`src/rtl/alu_seq.sv`:
```
`default_nettype none
// ============================================================================
// Module   : alu_seq
// Purpose  : Handshaked sequential ALU. Add/sub, bitwise logic and signed
//            compares finish one cycle after accept. Multiply, unsigned
//            divide and unsigned remainder run on an iterative datapath and
//            take BIT_WIDTH iterations.
// Option   : Define ALU_SEQ_MULDIV_EN to build the iterative
//            multiply/divide datapath. Without it, the MUL/DIVU/REMU codes
//            finish in one cycle and are reported as undefined (err=1).
// Ports    : clk       rising-edge clock
//            reset     asynchronous, active-high reset
//            inValid   request valid          inReady  request accepted
//            func[4:0] operation code         dataIn1  operand A
//            dataIn2   operand B              outValid result valid
//            outReady  result consumed        dataOut  result
//            compTrue  compare outcome        err      bad code or /0
// Revision : 1.0 - first release
// ============================================================================
module alu_seq #(
  parameter int BIT_WIDTH = 32
) (
  input  logic                 clk,
  input  logic                 reset,
  input  logic                 inValid,
  output logic                 inReady,
  input  logic [4:0]           func,
  input  logic [BIT_WIDTH-1:0] dataIn1,
  input  logic [BIT_WIDTH-1:0] dataIn2,
  output logic                 outValid,
  input  logic                 outReady,
  output logic [BIT_WIDTH-1:0] dataOut,
  output logic                 compTrue,
  output logic                 err
);

  // Operation codes
  localparam logic [4:0] c_funcAdd  = 5'b00000;
  localparam logic [4:0] c_funcSub  = 5'b00001;
  localparam logic [4:0] c_funcAnd  = 5'b00100;
  localparam logic [4:0] c_funcOr   = 5'b00101;
  localparam logic [4:0] c_funcXor  = 5'b00110;
  localparam logic [4:0] c_funcNand = 5'b01100;
  localparam logic [4:0] c_funcNor  = 5'b01101;
  localparam logic [4:0] c_funcXnor = 5'b01110;
  localparam logic [4:0] c_funcF    = 5'b10000;
  localparam logic [4:0] c_funcEq   = 5'b10001;
  localparam logic [4:0] c_funcLt   = 5'b10010;
  localparam logic [4:0] c_funcLte  = 5'b10011;
  localparam logic [4:0] c_funcT    = 5'b11000;
  localparam logic [4:0] c_funcNe   = 5'b11001;
  localparam logic [4:0] c_funcGte  = 5'b11010;
  localparam logic [4:0] c_funcGt   = 5'b11011;
`ifdef ALU_SEQ_MULDIV_EN
  localparam logic [4:0] c_funcMul  = 5'b01000;
  localparam logic [4:0] c_funcDivu = 5'b01010;
  localparam logic [4:0] c_funcRemu = 5'b01011;

  // Iteration counter width; must be able to hold BIT_WIDTH itself.
  localparam int CNT_W = $clog2(BIT_WIDTH) + 1;
`endif

  typedef enum logic [1:0] {
    IDLE = 2'd0,
`ifdef ALU_SEQ_MULDIV_EN
    BUSY = 2'd1,
`endif
    DONE = 2'd2
  } stateT;

  stateT                r_state;
  logic                 r_inReady;
  logic                 r_outValid;
  logic [BIT_WIDTH-1:0] r_dataOut;
  logic                 r_compTrue;
  logic                 r_err;

  assign inReady  = r_inReady;
  assign outValid = r_outValid;
  assign dataOut  = r_dataOut;
  assign compTrue = r_compTrue;
  assign err      = r_err;

  // --------------------------------------------------------------------------
  // Single-cycle result, evaluated on the live inputs and captured on accept.
  // --------------------------------------------------------------------------
  logic                 w_equal;
  logic                 w_lessThan;
  logic [BIT_WIDTH-1:0] w_result;
  logic                 w_compare;
  logic                 w_error;
`ifdef ALU_SEQ_MULDIV_EN
  logic                 w_iterative;
`endif

  assign w_equal    = (dataIn1 == dataIn2);
  assign w_lessThan = ($signed(dataIn1) < $signed(dataIn2));

  always_comb begin
    w_result  = '0;
    w_compare = 1'b0;
    w_error   = 1'b0;
`ifdef ALU_SEQ_MULDIV_EN
    w_iterative = 1'b0;
`endif
    case (func)
      c_funcAdd:  w_result  = dataIn1 + dataIn2;
      c_funcSub:  w_result  = dataIn1 - dataIn2;
      c_funcAnd:  w_result  = dataIn1 & dataIn2;
      c_funcOr:   w_result  = dataIn1 | dataIn2;
      c_funcXor:  w_result  = dataIn1 ^ dataIn2;
      c_funcNand: w_result  = ~(dataIn1 & dataIn2);
      c_funcNor:  w_result  = ~(dataIn1 | dataIn2);
      c_funcXnor: w_result  = ~(dataIn1 ^ dataIn2);
      c_funcF:    w_compare = 1'b0;
      c_funcEq:   w_compare = w_equal;
      c_funcLt:   w_compare = w_lessThan;
      c_funcLte:  w_compare = w_lessThan | w_equal;
      c_funcT:    w_compare = 1'b1;
      c_funcNe:   w_compare = ~w_equal;
      c_funcGte:  w_compare = ~w_lessThan;
      c_funcGt:   w_compare = ~(w_lessThan | w_equal);
`ifdef ALU_SEQ_MULDIV_EN
      c_funcMul:  w_iterative = 1'b1;
      c_funcDivu, c_funcRemu: begin
        // A zero divisor never enters the iterative loop: the result is
        // fixed (all-ones quotient, remainder = dividend) and flagged.
        if (dataIn2 == '0) begin
          w_error  = 1'b1;
          w_result = (func == c_funcDivu) ? {BIT_WIDTH{1'b1}} : dataIn1;
        end else begin
          w_iterative = 1'b1;
        end
      end
`endif
      default:    w_error = 1'b1;
    endcase
  end

`ifdef ALU_SEQ_MULDIV_EN
  // --------------------------------------------------------------------------
  // Iterative datapath, shared between multiply and divide.
  //   Multiply: r_opA = shifted multiplicand, r_opB = multiplier consumed
  //             LSB-first, r_acc = running product (low bits only).
  //   Divide  : r_opA = dividend shifting out MSB-first while quotient bits
  //             shift in, r_opB = divisor, r_acc = partial remainder.
  // --------------------------------------------------------------------------
  logic [BIT_WIDTH-1:0] r_opA;
  logic [BIT_WIDTH-1:0] r_opB;
  logic [BIT_WIDTH-1:0] r_acc;
  logic [CNT_W-1:0]     r_count;
  logic                 r_isDiv;
  logic                 r_isRem;

  logic [BIT_WIDTH:0]   w_partial;
  logic                 w_quoBit;
  logic [BIT_WIDTH-1:0] w_opANext;
  logic [BIT_WIDTH-1:0] w_opBNext;
  logic [BIT_WIDTH-1:0] w_accNext;
  logic [BIT_WIDTH-1:0] w_iterResult;

  always_comb begin
    // Partial remainder is always below the divisor, so shifting it left by
    // one plus the next dividend bit needs one extra bit of headroom.
    w_partial = {r_acc, r_opA[BIT_WIDTH-1]};
    w_quoBit  = 1'b0;
    w_opANext = r_opA;
    w_opBNext = r_opB;
    w_accNext = r_acc;
    if (r_isDiv) begin
      w_quoBit  = (w_partial >= {1'b0, r_opB});
      // After a successful subtract the difference is below the divisor, so
      // the truncated subtraction is exact.
      w_accNext = w_quoBit ? (w_partial[BIT_WIDTH-1:0] - r_opB)
                           : w_partial[BIT_WIDTH-1:0];
      w_opANext = {r_opA[BIT_WIDTH-2:0], w_quoBit};
    end else begin
      w_accNext = r_acc + (r_opB[0] ? r_opA : '0);
      w_opANext = r_opA << 1;
      w_opBNext = r_opB >> 1;
    end
    w_iterResult = (r_isDiv && !r_isRem) ? w_opANext : w_accNext;
  end
`endif

  // --------------------------------------------------------------------------
  // Control FSM with registered handshake and result outputs.
  // --------------------------------------------------------------------------
  always_ff @(posedge clk or posedge reset) begin
    if (reset) begin
      r_state    <= IDLE;
      r_inReady  <= 1'b1;
      r_outValid <= 1'b0;
      r_dataOut  <= '0;
      r_compTrue <= 1'b0;
      r_err      <= 1'b0;
`ifdef ALU_SEQ_MULDIV_EN
      r_opA      <= '0;
      r_opB      <= '0;
      r_acc      <= '0;
      r_count    <= '0;
      r_isDiv    <= 1'b0;
      r_isRem    <= 1'b0;
`endif
    end else begin
      case (r_state)
        IDLE: begin
          if (inValid) begin
            r_inReady <= 1'b0;
`ifdef ALU_SEQ_MULDIV_EN
            if (w_iterative) begin
              r_state <= BUSY;
              r_opA   <= dataIn1;
              r_opB   <= dataIn2;
              r_acc   <= '0;
              r_count <= CNT_W'(BIT_WIDTH);
              // func[1] separates DIVU/REMU from MUL, func[0] REMU from DIVU
              r_isDiv <= func[1];
              r_isRem <= func[0];
            end else
`endif
            begin
              r_state    <= DONE;
              r_outValid <= 1'b1;
              r_dataOut  <= w_result;
              r_compTrue <= w_compare;
              r_err      <= w_error;
            end
          end
        end
`ifdef ALU_SEQ_MULDIV_EN
        BUSY: begin
          r_opA   <= w_opANext;
          r_opB   <= w_opBNext;
          r_acc   <= w_accNext;
          r_count <= r_count - CNT_W'(1);
          // The last iteration's result goes straight to the output register
          // so the result is visible as soon as the counter hits zero.
          if (r_count == CNT_W'(1)) begin
            r_state    <= DONE;
            r_outValid <= 1'b1;
            r_dataOut  <= w_iterResult;
            r_compTrue <= 1'b0;
            r_err      <= 1'b0;
          end
        end
`endif
        DONE: begin
          // Consuming the result only returns to IDLE; a request presented
          // on this same edge is not taken.
          if (outReady) begin
            r_state    <= IDLE;
            r_outValid <= 1'b0;
            r_inReady  <= 1'b1;
          end
        end
        default: begin
          r_state    <= IDLE;
          r_outValid <= 1'b0;
          r_inReady  <= 1'b1;
        end
      endcase
    end
  end

endmodule
`default_nettype wire

```
`config.mk`:
```
export PLATFORM = sky130hd
export DESIGN_NAME = alu_seq
export DESIGN_NICKNAME = d
export VERILOG_FILES = /design/src/rtl/alu_seq.sv
export SDC_FILE = /design/constraint.sdc
export NUM_CORES = 1
export LEC_CHECK = 0
export ABC_AREA = 1
export BUFFER_PORTS_ARGS = -buffer_cell sky130_fd_sc_hd__clkbuf_2
export CAP_MARGIN = 20
export CORE_MARGIN = 3
export CORE_UTILIZATION = 35
export DETAILED_ROUTE_END_ITERATION = 6
export RECOVER_POWER = 50
export SLEW_MARGIN = 20
export SYNTH_ARGS = -nofsm -noshare
export SYNTH_HDL_FRONTEND = slang
export SYNTH_SLANG_ARGS = --single-unit
```
`constraint.sdc`:
```
create_clock -name clk -period 1.3 [get_ports clk]
set_input_delay 0.26 -clock clk [delete_from_list [all_inputs] [get_ports clk]]
set_output_delay 0.26 -clock clk [all_outputs]
set_load 0.01 [all_outputs]
```
==> results of run 1 <==
==> cells in the mapped netlist, types with 2 or more instances <==
| cell type | number | area, µm² |
|---|---|---|
| buf_2 | 23 | 115 |
| a21oi_2 | 5 | 43.8 |
| nor3_1 | 14 | 70.1 |
| and2_1 | 6 | 37.5 |
| o2111a_1 | 2 | 22.5 |
| nor2_2 | 12 | 75.1 |
| nand3_1 | 136 | 681 |
| nand4_1 | 13 | 81.3 |
| nor2_4 | 5 | 56.3 |
| nor4_1 | 24 | 150 |
| nor2_1 | 143 | 537 |
| o21ai_0 | 77 | 385 |
| ha_1 | 100 | 1250 |
| o21bai_1 | 8 | 60.1 |
| a31oi_1 | 2 | 12.5 |
| clkbuf_1 | 7 | 26.3 |
| o22ai_1 | 24 | 150 |
| buf_6 | 8 | 90.1 |
| buf_4 | 10 | 75.1 |
| inv_2 | 13 | 48.8 |
| a211oi_1 | 4 | 30.0 |
| o21ai_1 | 9 | 45.0 |
| nand2_2 | 4 | 25.0 |
| a21oi_1 | 69 | 345 |
| dfrtp_1 | 35 | 876 |
| inv_1 | 216 | 811 |
| o221ai_1 | 3 | 26.3 |
| nand2_1 | 429 | 1610 |
| fa_1 | 2 | 40.0 |
| o2111ai_1 | 8 | 70.1 |
| nand3_2 | 6 | 60.1 |
| nand3b_1 | 2 | 15.0 |
==> state kept, by name (all words and copies together) (netlist names) <==
register,cells
dataOut,32
inReady,1
err,1
outValid,1
compTrue,1
==> layout make-up <==
| class | instances | area (µm²) |
|---|---|---|
| clock inverter | 3 | 18.8 |
| fill | 2171 | 8610 |
| clock buffer | 5 | 125 |
| timing repair buffer | 521 | 4110 |
| sequential | 36 | 902 |
| multi-input combinational | 1121 | 7660 |
| inverter | 229 | 930 |
| tap | 285 | 357 |
==> placed cells by master (no fill, tap or decap), types with 28 or more instances in the layout <==
cell type | synthesis | layout
a21oi_1 | 69 | 32
a21oi_2 | 5 | 33
buf_4 | 10 | 360
buf_6 | 8 | 33
clkbuf_2 | 0 | 87
dfrtp_1 | 35 | 35
ha_1 | 100 | 62
ha_4 | 0 | 31
inv_1 | 216 | 159
inv_2 | 13 | 51
nand2_1 | 429 | 341
nand2_2 | 4 | 70
nand3_1 | 136 | 95
nand3_2 | 6 | 42
nor2_1 | 143 | 91
nor2_2 | 12 | 40
nor2_4 | 5 | 29
o21ai_0 | 77 | 44
o21ai_1 | 9 | 28
==> worst max-delay path: stages <==
cell,delay [ns]
clkbuf_2,0.09
inv_1,0.07
ha_4,0.30
inv_1,0.09
a21oi_1,0.29
nand2_1,0.14
nand2_1,0.09
nand2_1,0.07
a21oi_2,0.21
nand2_2,0.09
nand2_2,0.08
nand3_2,0.07
nand2_1,0.06
nand2_1,0.06
nand3_1,0.08
nand2_1,0.05
==> path summary, 6_finish.rpt <==
| check | start | endpoint | cells after the start | slack (ns) |
|---|---|---|---|---|
| min reg2reg | dataOut[6] | dataOut[6] | 2 | 0.47 |
| max reg2reg | outValid | inReady | 5 | 0.07 |
| max in group asynchronous | reset | dataOut[10] | 4 | 0.10 |
| min | outReady | outValid | 2 | 0.19 |
| min in group asynchronous | reset | dataOut[23] | 3 | 0.50 |
| max | dataIn2[27] | compTrue | 16 | -0.61 |
==> cells by family after synthesis <==
logic type               after synthesis  share of synthesized area
AND/OR/NAND/NOR                      800                      0.430
flip-flops                            36                      0.111
adder cells (fa/ha/maj)              102                      0.159
buffers and inverters                278                      0.144
XOR/XNOR                               1                    0.00108
AO/OA/AOI/OAI                        218                      0.154
==> power by group through the flow <==
stage | registers [µW] | clock network, µW | logic, µW
after global placement | 1430 | 0 | 4790
after floorplan | 1510 | 0 | 2400
final | 1420 | 1260 | 5840
after detailed placement | 1440 | 0 | 4820
after CTS | 1420 | 1270 | 5400
after global routing | 1440 | 1310 | 6270
==> repair_timing <==
action,in CTS,in global routing
hold buffers,1,0
pin swaps,99,84
endpoints found under the setup margin,34,36
hold endpoints to repair,5,0
setup buffers,23,24
cloned,0,2
resized for setup,245,142
==> stage by stage <==
stage                     power [µW]  setup TNS, ns  hold slack, ns  cell area, µm²   util
after floorplan                 3900         -10.63           0.367            8720      -
after global placement          6230         -29.81           0.289           12200  0.535
after detailed placement        6260         -30.55           0.281           12200  0.535
after CTS                       8090         -13.57           0.188           13500  0.593
after global routing            9020         -18.34           0.192           14100  0.621
final                           8510         -14.79           0.187           14100  0.621
==> layer usage <==
layer / GRT usage / share of wire / vias to the layer above
met5: 0 / 0 / -
met4: 0.138 / 0.059 / 0
met3: 0.0208 / 0.049 / 111
met2: 0.526 / 0.48 / 440
met1: 0.378 / 0.42 / 5383
li1: - / - / 5597
==> metrics.csv, run 1 <==
stage,metric,value,unit
setup_path,CP Class,input pin to register,
route,Avg WL per Cell,18.1,µm
power_and_ir_drop,clock power share,0.148,
sta,Final min period,1.91,ns
global_route,initial antenna violation count,0,
place,port bufs,108,
synth,"EDFF count, synth",0,
place,pre-CTS setup slack,-1.20,ns
setup_path,worst path arrival time,2.09,ns
route,drt total wl,39.9,mm
clock_network,H-tree depth,2,
power_and_ir_drop,Seq pwr share,0.167,
clock_network,clock root buffer,clkbuf_16,
floorplanning,Placement Rows,55,
power_and_ir_drop,leakage power,0.00734,µW
sta,max-slew violation count,0,
power_and_ir_drop,VDD IR max,456,µV
global_route,Tot GR Track Use,0.301,
floorplanning,Die Y-Extent,158,µm
global_route,vias in the first global route,11000,
outcome,status,"finished, violations left",
power_and_ir_drop,Sw Pwr,3870,µW
route,drt via density,5.24,
power_and_ir_drop,Internal Power,4650,µW
clock_network,latest clock arrival within the worst-skew pair,0.29,ns
synth,"Top FF cell, synth",dfrtp_1,
finish,Area Growth Syn to Fin,74.1,%
power_and_ir_drop,combinational fraction of design power,0.686,
synth,cell area after synthesis,0.00810,mm²
route,total iterations of the first detailed-routing run,6,
sta,"Hold Vio Cnt, Final",0,
floorplanning,Core Area,0.0227,mm²
setup_path,CP required,1.48,ns
sta,RSZ-0062 raised after global routing,yes,
global_route,largest net degree at the start of global routing,38,
sta,Final setup viols,32,
setup_path,Worst Setup End Kind,register,
sta,Worst Skew,0.00410,ns
clock_network,clk buf depth,2,
synth,synth unique cells,48,
synth,asr flop ratio synth,1.00,
route,via count,11500,
clock_network,cts bufs inserted,5,
global_route,first-pass GRT wire length,58.7,mm
floorplanning,# IOs,109,
synth,Yosys reg bits,36,
finish,ANT cells,0,
place,DP Wirelength,32.0,mm
route,Post-route DRC,0,
sta,Worst Slack Setup Final,-0.611,ns
sta,Final period util,1.47,
route,Routed Antenna Nets,0,
synth,Mapped Nets,1610,
place,Final GP Congestion,0.993,
finish,Non-Filler Instances,2200,
clock_network,Sink Count,36,
global_route,grt ovf,0,
finish,Nets,2089,
place,DP Cell Count,2145,
synth,sequential fraction of the synthesis area,0.111,
job,Max Cap Violations,0,
min_path,Hold Path Class,input pin to register,
route,initial DRC count,862,
setup_path,CP max FO,4,
clock_network,Worst-path clk slew,0.07,ns
synth,Syn Inst Count,1435,
floorplanning,DIE AREA,0.0250,mm²
synth,Syn Area/Cell,5.64,µm²
outcome,violated checks,negative setup slack,
finish,fraction of layout cells with a size suffix above 1,0.480,
power_and_ir_drop,Pwr Density,604,mW/mm²
power_and_ir_drop,Sw Ratio,0.454,
sta,slew margin rel.,0.588,
synth,Syn. warnings,0,
sta,Tightest Pin Transition,0.612,ns
clock_network,TritonCTS clock tree,built,
floorplanning,Starting Density,0.357,
sta,fmax,523,MHz
floorplanning,DIE WIDTH,158,µm
setup_path,Startpoint Class,input pin,
(Power assumes the default switching activity.)
==> inputs of run 2 (changes only) <==
Settings changed: PLACE_DENSITY set to 0.58.
==> run 2 against run 1 <==
Largest power group unchanged. Cell area up 6.4%. Highest routed layer unchanged. The flow still finishes with violations (negative setup slack). Sequential power about the same. Register-to-register slack worse by 0.03 ns. Utilization up 4.0 points. Clock skew up 0.0085 ns. Critical path depth up 1. Worst setup slack better by 0.065 ns. Maximum frequency up 3.5%. Largest cell class unchanged. Global-route usage up 0.29 points. Total power up 4.4%. Via count down 0.14%.
==> metrics.csv, run 2 (synthesis results as in run 1) <==
stage,metric,value,unit,change
clock_network,TritonCTS clock tree,built,,
floorplanning,DIE WIDTH,158,µm,unchanged
global_route,grt ovf,0,,unchanged
route,drt total wl,39.5,mm,-0.93%
finish,Nets,2096,,+0.34%
setup_path,Startpoint Class,input pin,,
route,Avg WL per Cell,17.9,µm,-1.2%
min_path,Hold Path Class,input pin to register,,
clock_network,latest clock arrival within the worst-skew pair,0.30,ns,about the same
place,Post-DP Area,0.0121,mm²,-0.23%
place,DP Wirelength,31.7,mm,-1.1%
sta,Final setup viols,33,,+3.1%
sta,fmax,542,MHz,+3.5%
setup_path,Worst Setup End Kind,register,,
setup_path,worst path arrival time,2.02,ns,-0.07 ns
floorplanning,Die Y-Extent,158,µm,unchanged
route,initial DRC count,761,,-12%
outcome,violated checks,negative setup slack,,
floorplanning,DIE AREA,0.0250,mm²,unchanged
clock_network,clk buf depth,2,,unchanged
route,Routed Antenna Nets,0,,unchanged
clock_network,H-tree depth,2,,unchanged
global_route,largest net degree at the start of global routing,25,,-34%
sta,Tightest Pin Transition,0.676,ns,+0.0645 ns
finish,Area Growth Syn to Fin,85.2,%,
finish,"most common cell after layout, fill and taps aside",buf_4,,
route,via count,11500,,-0.14%
route,Post-route DRC,0,,unchanged
sta,slew margin rel.,0.545,,-0.0434
finish,post-route cell area,0.0150,mm²,+6.4%
route,total iterations of the first detailed-routing run,5,,-1
job,Max Cap Violations,0,,unchanged
finish,"commonest non-fill, non-tap cells in the layout","buf_4 (362), nand2_1 (323), inv_1 (141)",,
power_and_ir_drop,leakage power,0.00763,µW,+3.9%
setup_path,CP max FO,3,,-1
place,DP Cell Count,2143,,-0.093%
place,Final GP Congestion,1.01,,+1.4%
sta,max-slew violation count,0,,unchanged
clock_network,clock root buffer,clkbuf_16,,
sta,Worst Skew,0.0126,ns,+0.00847 ns
finish,ANT cells,0,,unchanged
route,drt via density,5.22,,-0.46%
floorplanning,# IOs,109,,unchanged
floorplanning,Placement Rows,55,,unchanged
setup_path,CP required,1.48,ns,about the same
global_route,Tot GR Track Use,0.304,,+0.00291
finish,fraction of layout cells with a size suffix above 1,0.544,,+0.0638
sta,Final min period,1.85,ns,-0.0652 ns
power_and_ir_drop,VDD IR max,488,µV,+7.0%
floorplanning,Starting Density,0.357,,unchanged
global_route,first-pass GRT wire length,59.7,mm,+1.7%
power_and_ir_drop,Pwr Density,592,mW/mm²,-1.8%
global_route,vias in the first global route,11300,,+3.1%
global_route,initial antenna violation count,0,,unchanged
clock_network,Sink Count,36,,unchanged
outcome,status,"finished, violations left",,
finish,max reg flops,32,,unchanged
floorplanning,Core Area,0.0227,mm²,unchanged
clock_network,Worst-path clk slew,0.06,ns,about the same
finish,Non-Filler Instances,2207,,+0.32%
setup_path,CP Class,input pin to register,,
sta,Final period util,1.42,,-0.0502
sta,RSZ-0062 raised after global routing,yes,,
sta,Worst Slack Setup Final,-0.546,ns,+0.0652 ns
sta,"Hold Vio Cnt, Final",0,,unchanged
clock_network,cts bufs inserted,5,,unchanged
place,port bufs,108,,unchanged
[run 2: cell count changes in the layout (fill, tap and decap cells not counted), moves of 11 or more]
cell | before | now
a21oi_1 | 32 | 18
a21oi_4 | 9 | 22
inv_1 | 159 | 141
inv_2 | 51 | 66
nand2_1 | 341 | 323
nand3_1 | 95 | 66
nand3_2 | 42 | 61
nor2_2 | 40 | 29
nor2_4 | 29 | 47
[run 2: layout make-up]
type,count,area [µm²]
fill,2042,7710
timing repair buffer,528,4220
multi-input combinational,1121,8440
inverter,229,938
clock inverter,3,18.8
tap,285,357
clock buffer,5,125
sequential,36,902
[run 2: layer usage]
layer	wire length, µm	global-route usage	vias up
met2	19000	0.527	397
met1	16000	0.373	5374
met5	0	0	-
met4	2860	0.166	0
li1	-	-	5626
met3	1730	0.0243	118
[run 2: where the power goes]
| part | switching, µW | internal [µW] | leakage (µW) |
|---|---|---|---|
| combinational | 3400 | 2790 | 0.00708 |
| sequential | 119 | 1310 | 0.000474 |
| clock | 566 | 710 | 0.0000736 |
| total | 4090 | 4800 | 0.00763 |
[run 2: final timing paths]
check | start | to | slack (ns) | cells after the start
max | dataIn1[0] | dataOut[27] | -0.55 | 17
min in group asynchronous | reset | dataOut[20] | 0.43 | 3
max in group asynchronous | reset | dataOut[18] | 0.10 | 4
min reg2reg | dataOut[6] | dataOut[6] | 0.47 | 2
max reg2reg | outValid | compTrue | 0.04 | 5
min | outReady | outValid | 0.19 | 2
[run 2: critical path, cell delays in order]
cell	delay, ns
clkbuf_16	0.14
inv_12	0.05
ha_4	0.12
inv_4	0.04
buf_4	0.12
buf_4	0.16
nand2_2	0.09
nand3_4	0.10
buf_6	0.13
nand2_2	0.04
nand3b_1	0.20
nand2_2	0.17
nand4_1	0.12
nand3_2	0.11
nand3_2	0.06
nand2_1	0.07
nand2_1	0.04
[run 2: repair_timing]
item                                    4_1_cts  5_1_grt
gates resized for setup                     336      248
gates cloned                                  1        0
endpoints found under the setup margin       33       36
setup buffers                                24       37
hold buffers                                  1        0
hold endpoints to repair                      6        0
pin swaps                                   119      117
[run 2: per-stage QoR]
stage	setup TNS, ns	power (µW)	hold WS, ns	setup WS, ns	util
CTS	-13.16	8260	0.185	-0.522	0.609
floorplan	-10.63	3900	0.367	-0.475	-
finish	-13.69	8890	0.191	-0.546	0.661
global placement	-28.64	6210	0.224	-1.03	0.534
global route	-16.94	9430	0.221	-0.678	0.661
detailed placement	-29.55	6240	0.218	-1.06	0.534
==> inputs of run 3 (changes only) <==
Settings changed: PLACE_DENSITY 0.58 to 0.56.
Clock period 1.3 ns to 2.3 ns, I/O delays scaled along.
==> run 3 against run 2 <==
The run now ends clean. First-iteration DRC count up 34%. Combinational power shrank 57%. Utilization decreased by 13 points. Global-route usage decreased by 0.62 points. Critical path type unchanged. Critical endpoint is now dataOut[26].
==> metrics.csv, run 3 (synthesis results as in run 1) <==
stage,metric,value,unit,change
route,initial DRC count,1017,,+34%
setup_path,Startpoint Class,input pin,,
setup_path,CP Class,input pin to register,,
min_path,hold-critical path depth,2,,unchanged
finish,Nets,2020,,-3.6%
setup_path,Worst Setup End Kind,register,,
setup_path,crit path from,dataIn1[0],,
place,port bufs,108,,unchanged
setup_path,worst path cell trace,"clkbuf_2, inv_1, ha_2, inv_2, fa_2, nand2_2, nand2_2, nand3_1, nand2_2, nand2_1, nand2_2, nand3_2, nand4_1, nand3_1, nand3_2, nand2_1, nand2_1",,
global_route,Tot GR Track Use,0.298,,-0.00620
job,Max Cap Violations,0,,unchanged
sta,Final setup viols,0,,-100%
finish,ANT cells,0,,unchanged
route,Post-route DRC,0,,unchanged
clock_network,Worst-path clk slew,0.06,ns,about the same
global_route,GR Util met1,0.437,,+0.0643
route,drt via density,5.12,,-2.0%
finish,fraction of layout cells with a size suffix above 1,0.323,,-0.221
route,drt total wl,38.7,mm,-2.0%
place,DP Wirelength,32.1,mm,+1.5%
setup_path,CP most frequent cell,nand2_2,,
clock_network,H-tree depth,2,,unchanged
finish,Area Growth Syn to Fin,48.3,%,
route,Routed Antenna Nets,0,,unchanged
sta,Final min period,2.21,ns,
min_path,Hold Startpoint,outReady,,
sta,Setup TNS,0,ns,+13.69 ns
global_route,vias in the first global route,10100,,-10%
min_path,Hold Crit Endpoint,outValid,,
outcome,status,"complete, no violations",,
power_and_ir_drop,leakage power,0.00661,µW,-13%
finish,max reg flops,32,,unchanged
setup_path,RR Endpoint,dataOut[0],,
setup_path,reg2reg path depth,5,,unchanged
sta,slew margin rel.,0.285,,-0.260
clock_network,latest clock arrival within the worst-skew pair,0.30,ns,about the same
global_route,met3 GRT Util,0.0446,,+0.0202
clock_network,cts bufs inserted,5,,unchanged
setup_path,crit path max-delay cell type,fa_2,,
clock_network,clk buf depth,2,,unchanged
clock_network,clock root buffer,clkbuf_16,,
route,Avg WL per Cell,18.2,µm,+1.4%
sta,"Hold Vio Cnt, Final",0,,unchanged
setup_path,CP required,2.48,ns,+1.00 ns
floorplanning,Starting Density,0.357,,unchanged
route,total iterations of the first detailed-routing run,5,,unchanged
clock_network,Sink Count,36,,unchanged
global_route,first-pass GRT wire length,57.1,mm,-4.4%
floorplanning,DIE AREA,0.0250,mm²,unchanged
sta,Hold Slack,0.377,ns,+0.186 ns
finish,"most common cell after layout, fill and taps aside",nand2_1,,
sta,Final period util,0.963,,
global_route,initial antenna violation count,1,,+1
place,Final GP Congestion,0.989,,-1.8%
floorplanning,Core Area,0.0227,mm²,unchanged
floorplanning,Placement Rows,55,,unchanged
sta,fmax,452,MHz,
setup_path,CP max stage delay,0.36,ns,+0.16 ns
power_and_ir_drop,Pwr Density,360,mW/mm²,-39%
sta,Worst Skew,0.0102,ns,-0.00233 ns
global_route,routing usage on met2,0.457,,-0.0691
finish,"commonest non-fill, non-tap cells in the layout","nand2_1 (412), buf_4 (333), inv_1 (210)",,
global_route,GRT busiest layer,met2,,
setup_path,CP max FO,3,,unchanged
setup_path,worst path arrival time,2.40,ns,+0.38 ns
power_and_ir_drop,VDD IR max,274,µV,-44%
sta,max-slew violation count,0,,unchanged
clock_network,TritonCTS clock tree,built,,
setup_path,Critical R2R Launch,outValid,,
global_route,largest net degree at the start of global routing,37,,+48%
floorplanning,Die Y-Extent,158,µm,unchanged
sta,Tightest Pin Transition,1.07,ns,+0.397 ns
setup_path,reg2reg setup slack,0.77,ns,+0.73 ns
global_route,grt ovf,0,,unchanged
min_path,Hold Path Class,input pin to register,,
route,via count,10900,,-5.3%
floorplanning,DIE WIDTH,158,µm,unchanged
floorplanning,# IOs,109,,unchanged
[run 3: changes by cell type in the layout (fill, tap and decap cells not counted), moves of 35 or more]
cell and change:
nor2_4 -37, a21oi_1 +35, nand2_2 -57, nand2_1 +89
inv_2 -48, buf_6 -37, inv_1 +69, nor2_1 +40
nand3_1 +64, nand3_2 -49
[run 3: power breakdown]
| part | internal [µW] | switching, µW |
|---|---|---|
| clock network | 511 | 328 |
| registers | 738 | 69.3 |
| logic | 1140 | 1530 |
[run 3: metal layers]
metal / vias up / part of all wire
met5: - / 0.00034
met2: 461 / 0.42
met4: 2 / 0.023
li1: 5435 / -
met3: 56 / 0.094
met1: 4947 / 0.46
[run 3: worst max-delay path: cells and delay by family]
family,cells,cell delay [ns]
adder cells (fa/ha/maj),2,0.53
buffers and inverters,3,0.21
AND/OR/NAND/NOR,12,1.18
[run 3: metrics by stage]
step / worst slack (ns) / area [µm²] / std cells / total power (µW) / util
final: 0.0857 / 12000 / 2131 / 4320 / 0.529
after global routing: -0.0426 / 12000 / 2131 / 4630 / 0.529
after CTS: 0.00189 / 11600 / 2128 / 4170 / 0.510
after detailed placement: -0.429 / 11400 / 2120 / 3300 / 0.500
after global placement: -0.483 / 11400 / 2120 / 3290 / 0.500
after floorplan: 0.213 / 8100 / 1435 / 2020 / -
[run 3: worst max path at each step]
| stage | end | slack, ns | cells after the start |
|---|---|---|---|
| 2_1_floorplan | compTrue | 0.21 | 18 |
| 5_1_grt | dataOut[30] | -0.04 | 19 |
| 4_1_cts | dataOut[29] | 0.002 | 15 |
| 3_3_place_gp | dataOut[29] | -0.48 | 14 |
| 3_5_place_dp | dataOut[29] | -0.43 | 14 |
| 6_report | dataOut[26] | 0.09 | 17 |
[run 3: layout make-up]
type / instances / area [µm²]
multi-input cells: 1121 / 6500
inverters: 229 / 863
clock inverters: 3 / 42.5
repair buffers: 452 / 3220
fillers: 2435 / 10700
well taps: 285 / 357
flip-flops and latches: 36 / 902
clock buffers: 5 / 125
[run 3: timing repair]
| action | 4_1_cts | 5_1_grt |
|---|---|---|
| resized for setup | 23 | 113 |
| hold buffers | 0 | 0 |
| buffers inserted | 0 | 3 |
| pin swaps | 2 | 11 |
| setup endpoints to repair | 11 | 26 |
